[src/rtl/fifo_demux_rd.sv]
// Read-side FIFO demux: pops words and steers them to four lanes by the word's two MSBs.
// Optional per-lane word counters and the words_out port are enabled with DEMUX_COUNT_EN.
//
// state     | meaning
// ----------+-----------------------------------------------------------
// ST_RESET  | first cycle out of reset, nothing issued
// ST_IDLE   | waiting for enable, no pops
// ST_ACTIVE | popping whenever the FIFO has data and the path is free
// ST_DRAIN  | no new pops; finishing the in-flight word and hold register
module fifo_demux_rd #(
  parameter int DATA_BITS = 10,
  parameter int CNT_BITS  = 8
) (
  input  logic                 clk,
  input  logic                 reset,
  input  logic                 enable,
  input  logic [DATA_BITS-1:0] fifo_data_out,
  input  logic                 fifo_empty_out,
  output logic                 fifo_read,
  input  logic [3:0]           pause,
  output logic [DATA_BITS-1:0] data_out,
  output logic [3:0]           valid_out,
  output logic                 idle
`ifdef DEMUX_COUNT_EN
  ,
  output logic [4*CNT_BITS-1:0] words_out
`endif
);

  typedef enum logic [1:0] {ST_RESET, ST_IDLE, ST_ACTIVE, ST_DRAIN} state_t;

  state_t               state;
  logic                 rd_pend;
  logic                 hold_valid;
  logic [DATA_BITS-1:0] hold_data;

  logic                 cand_valid;
  logic [DATA_BITS-1:0] cand_data;
  logic [1:0]           dest;
  logic                 blocked;
  logic                 forward;

  // The hold register always has priority so word order is preserved.
  assign cand_valid = hold_valid | rd_pend;
  assign cand_data  = hold_valid ? hold_data : fifo_data_out;
  assign dest       = cand_data[DATA_BITS-1 -: 2];
  assign blocked    = cand_valid & pause[dest];
  assign forward    = cand_valid & ~pause[dest];

  assign fifo_read = (state == ST_ACTIVE) & ~fifo_empty_out & ~blocked;
  assign idle      = (state == ST_IDLE) & ~rd_pend & ~hold_valid;

  always_ff @(posedge clk or negedge reset) begin
    if (!reset) begin
      state      <= ST_RESET;
      rd_pend    <= 1'b0;
      hold_valid <= 1'b0;
      hold_data  <= '0;
      data_out   <= '0;
      valid_out  <= '0;
    end else begin
      rd_pend <= fifo_read;

      if (forward) begin
        data_out   <= cand_data;
        valid_out  <= 4'b0001 << dest;
        hold_valid <= 1'b0;
      end else begin
        valid_out <= '0;
        if (blocked && !hold_valid) begin
          hold_valid <= 1'b1;
          hold_data  <= fifo_data_out;
        end
      end

      case (state)
        ST_RESET:  state <= ST_IDLE;
        ST_IDLE:   if (enable) state <= ST_ACTIVE;
        ST_ACTIVE: if (!enable) state <= ST_DRAIN;
        ST_DRAIN: begin
          if (enable)
            state <= ST_ACTIVE;
          else if (!rd_pend && !hold_valid)
            state <= ST_IDLE;
        end
        default:   state <= ST_RESET;
      endcase
    end
  end

`ifdef DEMUX_COUNT_EN
  logic [CNT_BITS-1:0] lane_cnt [4];

  // Counters wrap naturally and clear only on reset.
  always_ff @(posedge clk or negedge reset) begin
    if (!reset) begin
      for (int i = 0; i < 4; i++) lane_cnt[i] <= '0;
    end else begin
      for (int i = 0; i < 4; i++) lane_cnt[i] <= lane_cnt[i] + CNT_BITS'(valid_out[i]);
    end
  end

  for (genvar g = 0; g < 4; g++) begin : g_words
    assign words_out[g*CNT_BITS +: CNT_BITS] = lane_cnt[g];
  end
`endif

endmodule

[config.mk]
export PLATFORM = sky130hd
export DESIGN_NAME = fifo_demux_rd
export DESIGN_NICKNAME = d
export VERILOG_FILES = /design/src/rtl/fifo_demux_rd.sv
export SDC_FILE = /design/constraint.sdc
export NUM_CORES = 1
export LEC_CHECK = 0
export ABC_AREA = 1
export CAP_MARGIN = 10
export CORE_MARGIN = 2
export CORE_UTILIZATION = 43
export CTS_CLUSTER_DIAMETER = 60
export DETAILED_ROUTE_END_ITERATION = 6
export MAX_ROUTING_LAYER = met4
export PLACE_DENSITY = 0.74
export RECOVER_POWER = 100
export SETUP_SLACK_MARGIN = 0.5
export SLEW_MARGIN = 20
export SYNTH_ARGS = -nofsm -noshare
export SYNTH_HDL_FRONTEND = slang
export SYNTH_SLANG_ARGS = --single-unit
[constraint.sdc]
create_clock -name clk -period 1.36 [get_ports clk]
set_clock_uncertainty 0.05 [all_clocks]
set_input_delay 0.272 -clock clk [delete_from_list [all_inputs] [get_ports clk]]
set_output_delay 0.272 -clock clk [all_outputs]
set_load 0.05 [all_outputs]
# Yosys cells after proc, flatten, opt, wreduce, memory -nomap -nowiden
# Index checks and enable logic that the tools add are counted.
dict set report totals {
  ff_bits 28
  wordCells 46
}
dict set report op_classes {
  order_cmp 1
  eq_ne 6
  shift 1
  mux 11
  bitwise 13
  n_reduce_logical 8
}
# operator count
set ops {}
lappend ops {{two-way mux 10 bit} 1}
lappend ops {{two-way mux 2 bit} 4}
lappend ops {{one-hot mux 2 bit (4 select lines)} 1}
lappend ops {{AND 1 bit} 6}
lappend ops {{inverter 1 bit} 6}
lappend ops {{== test 2 bit (second input constant)} 2}
lappend ops {{two-way mux 4 bit} 1}
lappend ops {{!= test 2 bit (second input constant)} 2}
lappend ops {{<< shifter 1 x 2 -> 4 bit (first input constant)} 1}
lappend ops {{less-than comparator 2 x 3 -> 1 bit (second input constant)} 1}
lappend ops {{two-way mux 1 bit} 3}
lappend ops {{!= test 3 bit (second input constant)} 1}
lappend ops {{AND reduction 3 bit} 1}
lappend ops {{binary-select mux 1 bit (select 2 bit)} 1}
lappend ops {{== test 2 x 1 -> 1 bit (second input constant)} 1}
lappend ops {{logical AND 1 bit} 2}
lappend ops {{logical NOT 1 bit} 2}
lappend ops {{logical NOT 2 bit} 1}
lappend ops {{AND reduction 2 bit} 1}
lappend ops {{nonzero test 2 bit} 1}
lappend ops {{bitwise OR 1 bit} 1}

# Logic depth before layout (Yosys ltp)
# Gate-level depths: netlist (run 1).
dict set report logic_depth {
  depth_word 7
  mapped_depth 9
  ltp_nobuf 8
}

# Least setup slack after synthesis (run 1)
# OpenSTA, ideal clock, no wires.
dict set report synth_path {
  path_kind {register to output}
  start {register hold_valid}
  end {output port idle}
  arrival_ps 1952
  required_ps 1038
  slack_ps -914
  stages_incl_launch_ff 5
  path_cell_list {dfrtp_1 buf_6 nor2_1 inv_1 nor3_1}
}
dict set report synth_between {
  elab_chain_len 2
}
# item line
set synth_lines {}
lappend synth_lines {{start, declared} 34} ;# logic hold_valid;
lappend synth_lines {{start signal, assigned} 57} ;# hold_valid <= 1'b0;
lappend synth_lines {{start signal, assigned} 67} ;# hold_valid <= 1'b0;
lappend synth_lines {{start signal, assigned} 71} ;# hold_valid <= 1'b1;
lappend synth_lines {{inverter 1 bit} 51} ;# assign idle = (state == ST_IDLE) & ~rd_pend & ~hold_valid;
lappend synth_lines {{AND 1 bit} 51}
lappend synth_lines {{end, declared} 23} ;# output logic idle
# Every way passes these cells.

# Worst setup path after layout (run 1)
dict set report layout_path {
  start {register hold_valid}
  end {output port fifo_read}
}
dict set report layout_between {
  elab_chain_len 6
  elab_cells_between_ends 7
}
# item line
set layout_lines {}
lappend layout_lines {{two-way mux 10 bit} 45} ;# assign cand_data = hold_valid ? hold_data : fifo_data_out;
lappend layout_lines {{binary-select mux 1 bit (select 2 bit)} 47} ;# assign blocked = cand_valid & pause[dest];
lappend layout_lines {{two-way mux 1 bit (not written as such)} 47}
lappend layout_lines {{AND 1 bit *} 47}
lappend layout_lines {{inverter 1 bit *} 50} ;# assign fifo_read = (state == ST_ACTIVE) & ~fifo_empty_out & ~blocked;
lappend layout_lines {{AND 1 bit *} 50}
lappend layout_lines {{end, declared} 19} ;# output logic fifo_read,
# Mark *: on every way between the ends. The rest lies on a longest branch, timed or not. The select of a mux whose other input is x is not followed.

==> reports/results.tsv, run 1 <==
metric	value	unit
status	finished with violations	
total_leakage_power	1.07	nW
start_util	44.2	%
fillers	159	
path_cells	nand2_1 -> nand3_4 -> nand3_4 -> nand2_4 -> o21ai_2 -> inv_2 -> buf_12	
grt_pass1_wl	5930	µm
worst_pin_slew	0.698	ns
worstSetupStartpointType	flop	
antenna_found_initial	0	
ir_drop	1.23	mV
cpLargestDelayFamily	flip-flops	
fin_hold_ws	0.432	ns
reg2reg_slack	-0.46	ns
root_buffer	clkbuf_4	
grt_pass1_vias	1239	
synth_cell_type_count	20	
final_cell_mix	buf_4, nand2_1, clkdlybuf4s50_1, dfrtp_2, dfrtp_1	
io_pins	34	
met2WireLength	2570	µm
violations	setup timing	
synth.area.top_cells	dfrtp_1, nand2_1, o21ai_2, mux2i_1, nand4_1	
synth_nets	150	
critPathBufInv	2	
mostFrequentLayoutCell	buf_4	
wl_per_cell	20.8	µm
core-area	3000	µm²
highest_layer	met4	
slew_headroom	53.5	%
end_kind	output port	
r2r-start	hold_valid	
synth_cells	132	
via_per_inst	5.76	
fp.dieW	59.5	µm
fin_crit_sh	151	%
drt_first_pass_iters	4	
powerDensity	1970	nW/µm²
clkSinkCount	28	
cts.clk_slew.worst_paths	0.16	ns
grt_max_degree	29	
period_minus_slack	2.05	ns
drtAntennaViolNets	0	
syn_area	1330	µm²
max_freq	0.489	GHz
die_area	3540	µm²
diodes	0	
synth_top_area_share	52.8	%
crit_type	flop to output port	
avgSynthCellArea	10.0	µm²
port_buffers	33	
dp_hpwl	2310	µm
grt_overflow	0	
area_delta_synth_final	77.4	%
nets	227	
yosysWarnings	0	
critPathMaxStageDelay	0.51	ns
drc	0	
cts.path.max_buffers	2	
hold_viol_final	0	
cap_violations	0	
gp_congestion	0.881	
drive_gt1_share	62.5	%
wl	5020	µm
synth-seq-area-share	52.8	%
cp_max_fo	6	
met3_length	285	µm
setup_ws	-0.687	ns
clkLatencyLatePin	0.34	ns
startpoint	hold_valid	
cts_tree	built	
reg2reg_depth	10	
drt-met1-wl	1890	µm
grtUsageTotal	23.4	%
num_rows	20	
htree_levels	1	
rsz0062_at_grt	true	
final_cells	241	
required	1.04	ns
setup_viol	29	
ys_ff_latch	28	
cp_common_cell	nand3_4	
post-synth-top-area-cell	dfrtp_1	
hp-class	input port to asynchronous set/reset pin	
cp.arrival	1.72	ns
reg2reg_to	hold_data[4]	
drt_iter0_drc	67	
drv_slew	0	
vias	1388	
cp_slowest_cell	dfrtp_2	
numCtsBuffers	3	
dp.cells	209	
fp.dieH	59.5	µm
## flip-flops by register name, indices dropped and copies added (netlist names)
name        count
valid_out       4
rd_pend         1
data_out       10
state           2
hold_data      10
hold_valid      1
## metrics by stage
stage	setup TNS, ns	instance area (µm²)	setup slack, ns	utilization [%]	power [mW]
floorplan	-1.16	1400	-0.203	-	2.59
global placement	-10.29	2020	-0.486	67.3	3.55
detailed placement	-11.96	2020	-0.569	67.3	3.62
CTS	-6.36	2290	-0.587	76.2	4.52
global route	-11.92	2350	-0.727	78.3	4.81
finish	-10.65	2350	-0.687	78.3	4.62
## how the worst max path moves through the flow
stage	to	slack (ns)	depth (start not counted)
after detailed placement	fifo_read	-0.57	9
after CTS	fifo_read	-0.59	8
after global routing	fifo_read	-0.73	8
after global placement	fifo_read	-0.49	9
after floorplan	idle	-0.20	4
final	fifo_read	-0.69	7
## repair_timing
item / in CTS / in global routing
hold buffers: 0 / 0
setup buffers: 16 / 8
pin swaps: 7 / 5
setup endpoints to repair: 43 / 43
gates cloned: 1 / 3
resized for setup: 19 / 27
## cell families after synthesis
kind of cell / count (synthesis) / share of synthesized area [%]
AO/OA/AOI/OAI: 15 / 8.77
buffers and inverters: 14 / 5.66
flip-flops: 28 / 52.8
multiplexers: 8 / 6.04
AND/OR/NAND/NOR: 67 / 26.7
## report_power, final
group          leakage, nW  switching, mW  internal, mW
logic                0.703           1.58          1.11
registers            0.336          0.218          1.16
clock network       0.0279          0.257         0.298
total                 1.07           2.06          2.57
## layer usage
metal	up-vias	track usage, %
li1	602	-
met1	679	27.7
met2	82	40.5
met3	25	2.40
met4	0	9.84
met5	-	-
## cells in the mapped netlist
cell / count
o21ai_2: 11
buf_1: 1
buf_6: 3
inv_1: 7
nand2_1: 32
o21ai_0: 3
inv_2: 2
nand4_1: 10
nor3_2: 2
o21ai_1: 1
mux2i_1: 8
dfrtp_1: 28
clkbuf_1: 1
nand4_2: 1
nor3_1: 3
nand3_2: 2
nand3_1: 4
nor2_1: 3
nand2_2: 8
nand2_4: 2
## layout make-up
cell class                      instances  area [µm²]  area share [%]
Multi-Input combinational cell         94         828            35.2
Sequential cell                        28         719            30.6
Timing Repair Buffer                   73         669            28.5
Inverter                                9        41.3            1.76
Tap cell                               33        41.3            1.76
Clock inverter                          1        30.0            1.28
Clock buffer                            3        22.5           0.957
No activity file was read; power rests on OpenSTA's default activity.
==> inputs of run 2 (changes only) <==
==> constraint.sdc (replaced) <==
create_clock -name clk -period 1.36 [get_ports clk]
set_clock_uncertainty 0.05 [all_clocks]
set_input_delay 0.408 -clock clk [delete_from_list [all_inputs] [get_ports clk]]
set_output_delay 0.408 -clock clk [all_outputs]
set_load 0.05 [all_outputs]
==> run 2 against run 1 <==
Against the previous run: via count decreased by 7.6%; non-clock buffer count down 4; die area unchanged; clock power shrank 23%; global-route usage grew 1.6 points; sequential share of layout area is 0.79 points lower; power fell by 0.47%; the flow still finishes with violations (setup timing); sequential power up 7%; design area up 2.7%; wire length decreased by 14%; combinational power about the same; largest power group unchanged.
==> reports/results.tsv, run 2 (synthesis gave the netlist of run 1 again) <==
metric	value	unit	change
status	finished with violations		
violations	setup timing		
powerDensity	1910	nW/µm²	-3.0%
grtUsageTotal	25.0	%	+1.6 points
grtUsageMet2	40.8	%	+0.31 points
htree_levels	1		unchanged
worst_pin_slew	0.678	ns	-0.0193 ns
cp-endpoint	fifo_read		
drt_first_pass_iters	4		unchanged
fin_crit_sh	159	%	+8.3 points
biggestRegsByFlops	data_out (10), hold_data (10), valid_out (4)		
cp_max_fo	5		-1
drv_slew	0		unchanged
cts.path.max_buffers	2		unchanged
numCtsBuffers	3		unchanged
worstSetupStartpointType	flop		
antenna_found_initial	0		unchanged
total_leakage_power	1.09	nW	+1.8%
io_pins	34		unchanged
final_cell_mix	buf_4, nand2_2, nand2_1, buf_12, dfrtp_2		
nets	220		-3.1%
cts_hold_repair.buffers	0		unchanged
via_per_inst	5.48		-4.8%
vias	1283		-7.6%
gp_congestion	0.873		-0.87%
cts_tree	built		
required	0.90	ns	-0.14 ns
p_switching	1.95	mW	-5.0%
cap_violations	0		unchanged
core-area	3000	µm²	unchanged
fin_hold_ws	0.456	ns	+0.0238 ns
final_cells	234		-2.9%
path_cells	clkinv_4 -> nand2_4 -> nand3_4 -> nand3_4 -> nand2_4 -> o21ai_2 -> inv_2 -> buf_12		
fillers	158		-0.63%
area_delta_synth_final	82.1	%	
dp.cells	213		+1.9%
hold_viol_final	0		unchanged
switching_share	42.5	%	-2.0 points
drt_iter0_drc	74		+10%
root_buffer	clkbuf_4		
startpoint	hold_valid		
fp.dieW	59.5	µm	unchanged
globalRouteMet3Util	4.59	%	+2.2 points
cp.arrival	1.70	ns	-0.02 ns
drtAntennaViolNets	0		unchanged
period_minus_slack	2.16	ns	+0.113 ns
power_frac_comb	59.0	%	+0.7 points
ir_drop	1.25	mV	+1.0%
reg2reg_to	hold_data[2]		
reg2reg_depth	10		unchanged
setup_viol	42		+45%
slew_headroom	54.8	%	+1.3 points
reg2reg_slack	-0.38	ns	+0.08 ns
mostFrequentLayoutCell	buf_4		
rsz0062_at_grt	true		
grt_use_met1	29.1	%	+1.4 points
critPathMaxStageDelay	0.50	ns	about the same
cts.clk_slew.worst_paths	0.15	ns	about the same
grt_max_degree	29		unchanged
r2r-start	hold_valid		
fp.dieH	59.5	µm	unchanged
grt_pass1_vias	1311		+5.8%
end_kind	output port		
hp-class	flop to flop		
clkLatencyLatePin	0.35	ns	about the same
max_freq	0.463	GHz	-5.2%
diodes	0		unchanged
num_rows	20		unchanged
dp_hpwl	2330	µm	+0.66%
start_util	44.2	%	unchanged
die_area	3540	µm²	unchanged
seqPwrFrac	31.6	%	+1.9 points
grt_pass1_wl	6240	µm	+5.3%
p_int	2.65	mW	+3.1%
grt_overflow	0		unchanged
port_buffers	33		unchanged
drive_gt1_share	63.2	%	+0.68 points
cp_slowest_cell	dfrtp_2		
drc	0		unchanged
wl	4290	µm	-14%
p_clk_share	9.3	%	-2.7 points
busiest_layer	met2		
setup_ws	-0.800	ns	-0.113 ns
wl_per_cell	18.3	µm	-12%
crit_type	flop to output port		
clkSinkCount	28		unchanged
run 2: cell types whose count changed in the layout (fill, tap and decap cells not counted), sizes merged:
cell / previous run / this run
buf: 53 / 50
nand2: 45 / 42
clkdlybuf4s50: 16 / 14
dlygate4sd2: 0 / 2
bufinv: 1 / 0
run 2: through the flow:
step           setup TNS (ns)  setup WS (ns)  utilization [%]  cell area (µm²)  power (mW)
5_1_grt                -11.14         -0.856             80.4             2410        4.81
4_1_cts                 -5.47         -0.682             76.2             2290        4.36
3_5_place_dp           -15.79         -0.775             69.2             2080        3.67
3_3_place_gp           -14.64         -0.741             69.2             2080        3.62
2_1_floorplan           -1.43         -0.339                -             1400        2.59
6_report                -9.39         -0.800             80.4             2410        4.60
run 2: worst max-delay path: cells and delay by family (launching register included):
family          cells  cell delay, ns
compound gates      1            0.12
buf+inv             3            0.37
simple gates        4            0.37
flops               1            0.50
run 2: cell type report:
class	instances	area, µm²	share of cell area, %
Multi-Input combinational cell	91	777	32.2
Timing Repair Buffer	69	800	33.1
Inverter	9	41.3	1.71
Tap cell	33	41.3	1.71
Clock buffer	4	36.3	1.50
Sequential cell	28	719	29.8
run 2: metal layers:
| metal | wire length [µm] | up-vias | share of wire (%) |
|---|---|---|---|
| li1 | - | 586 | - |
| met1 | 1590 | 621 | 37 |
| met2 | 2230 | 53 | 52 |
| met3 | 203 | 23 | 4.7 |
| met4 | 269 | 0 | 6.3 |
| met5 | 0 | - | 0 |
run 2: timing repair:
action	4_1_cts	5_1_grt
gates cloned	1	0
pin swaps	7	7
gates resized for setup	20	25
setup buffers	11	5
setup endpoints to repair	43	43
run 2: worst min-delay path by stage:
stage	cells past startpoint	from	endpoint	slack, ns
4_1_cts	2	reset	state[1]	0.37
3_3_place_gp	2	hold_data[2]	hold_data[2]	0.41
3_5_place_dp	2	hold_data[4]	hold_data[4]	0.42
6_report	2	hold_data[0]	hold_data[0]	0.46
5_1_grt	3	fifo_data_out[8]	hold_data[8]	0.47
2_1_floorplan	0	reset	data_out[0]	0.06
run 2: power groups by stage:
stage,combinational [mW],clock (mW),sequential (mW)
2_1_floorplan,0.740,0,1.85
3_3_place_gp,2.18,0,1.43
3_5_place_dp,2.22,0,1.45
4_1_cts,2.53,0.424,1.41
5_1_grt,2.86,0.465,1.48
6_report,2.72,0.430,1.46
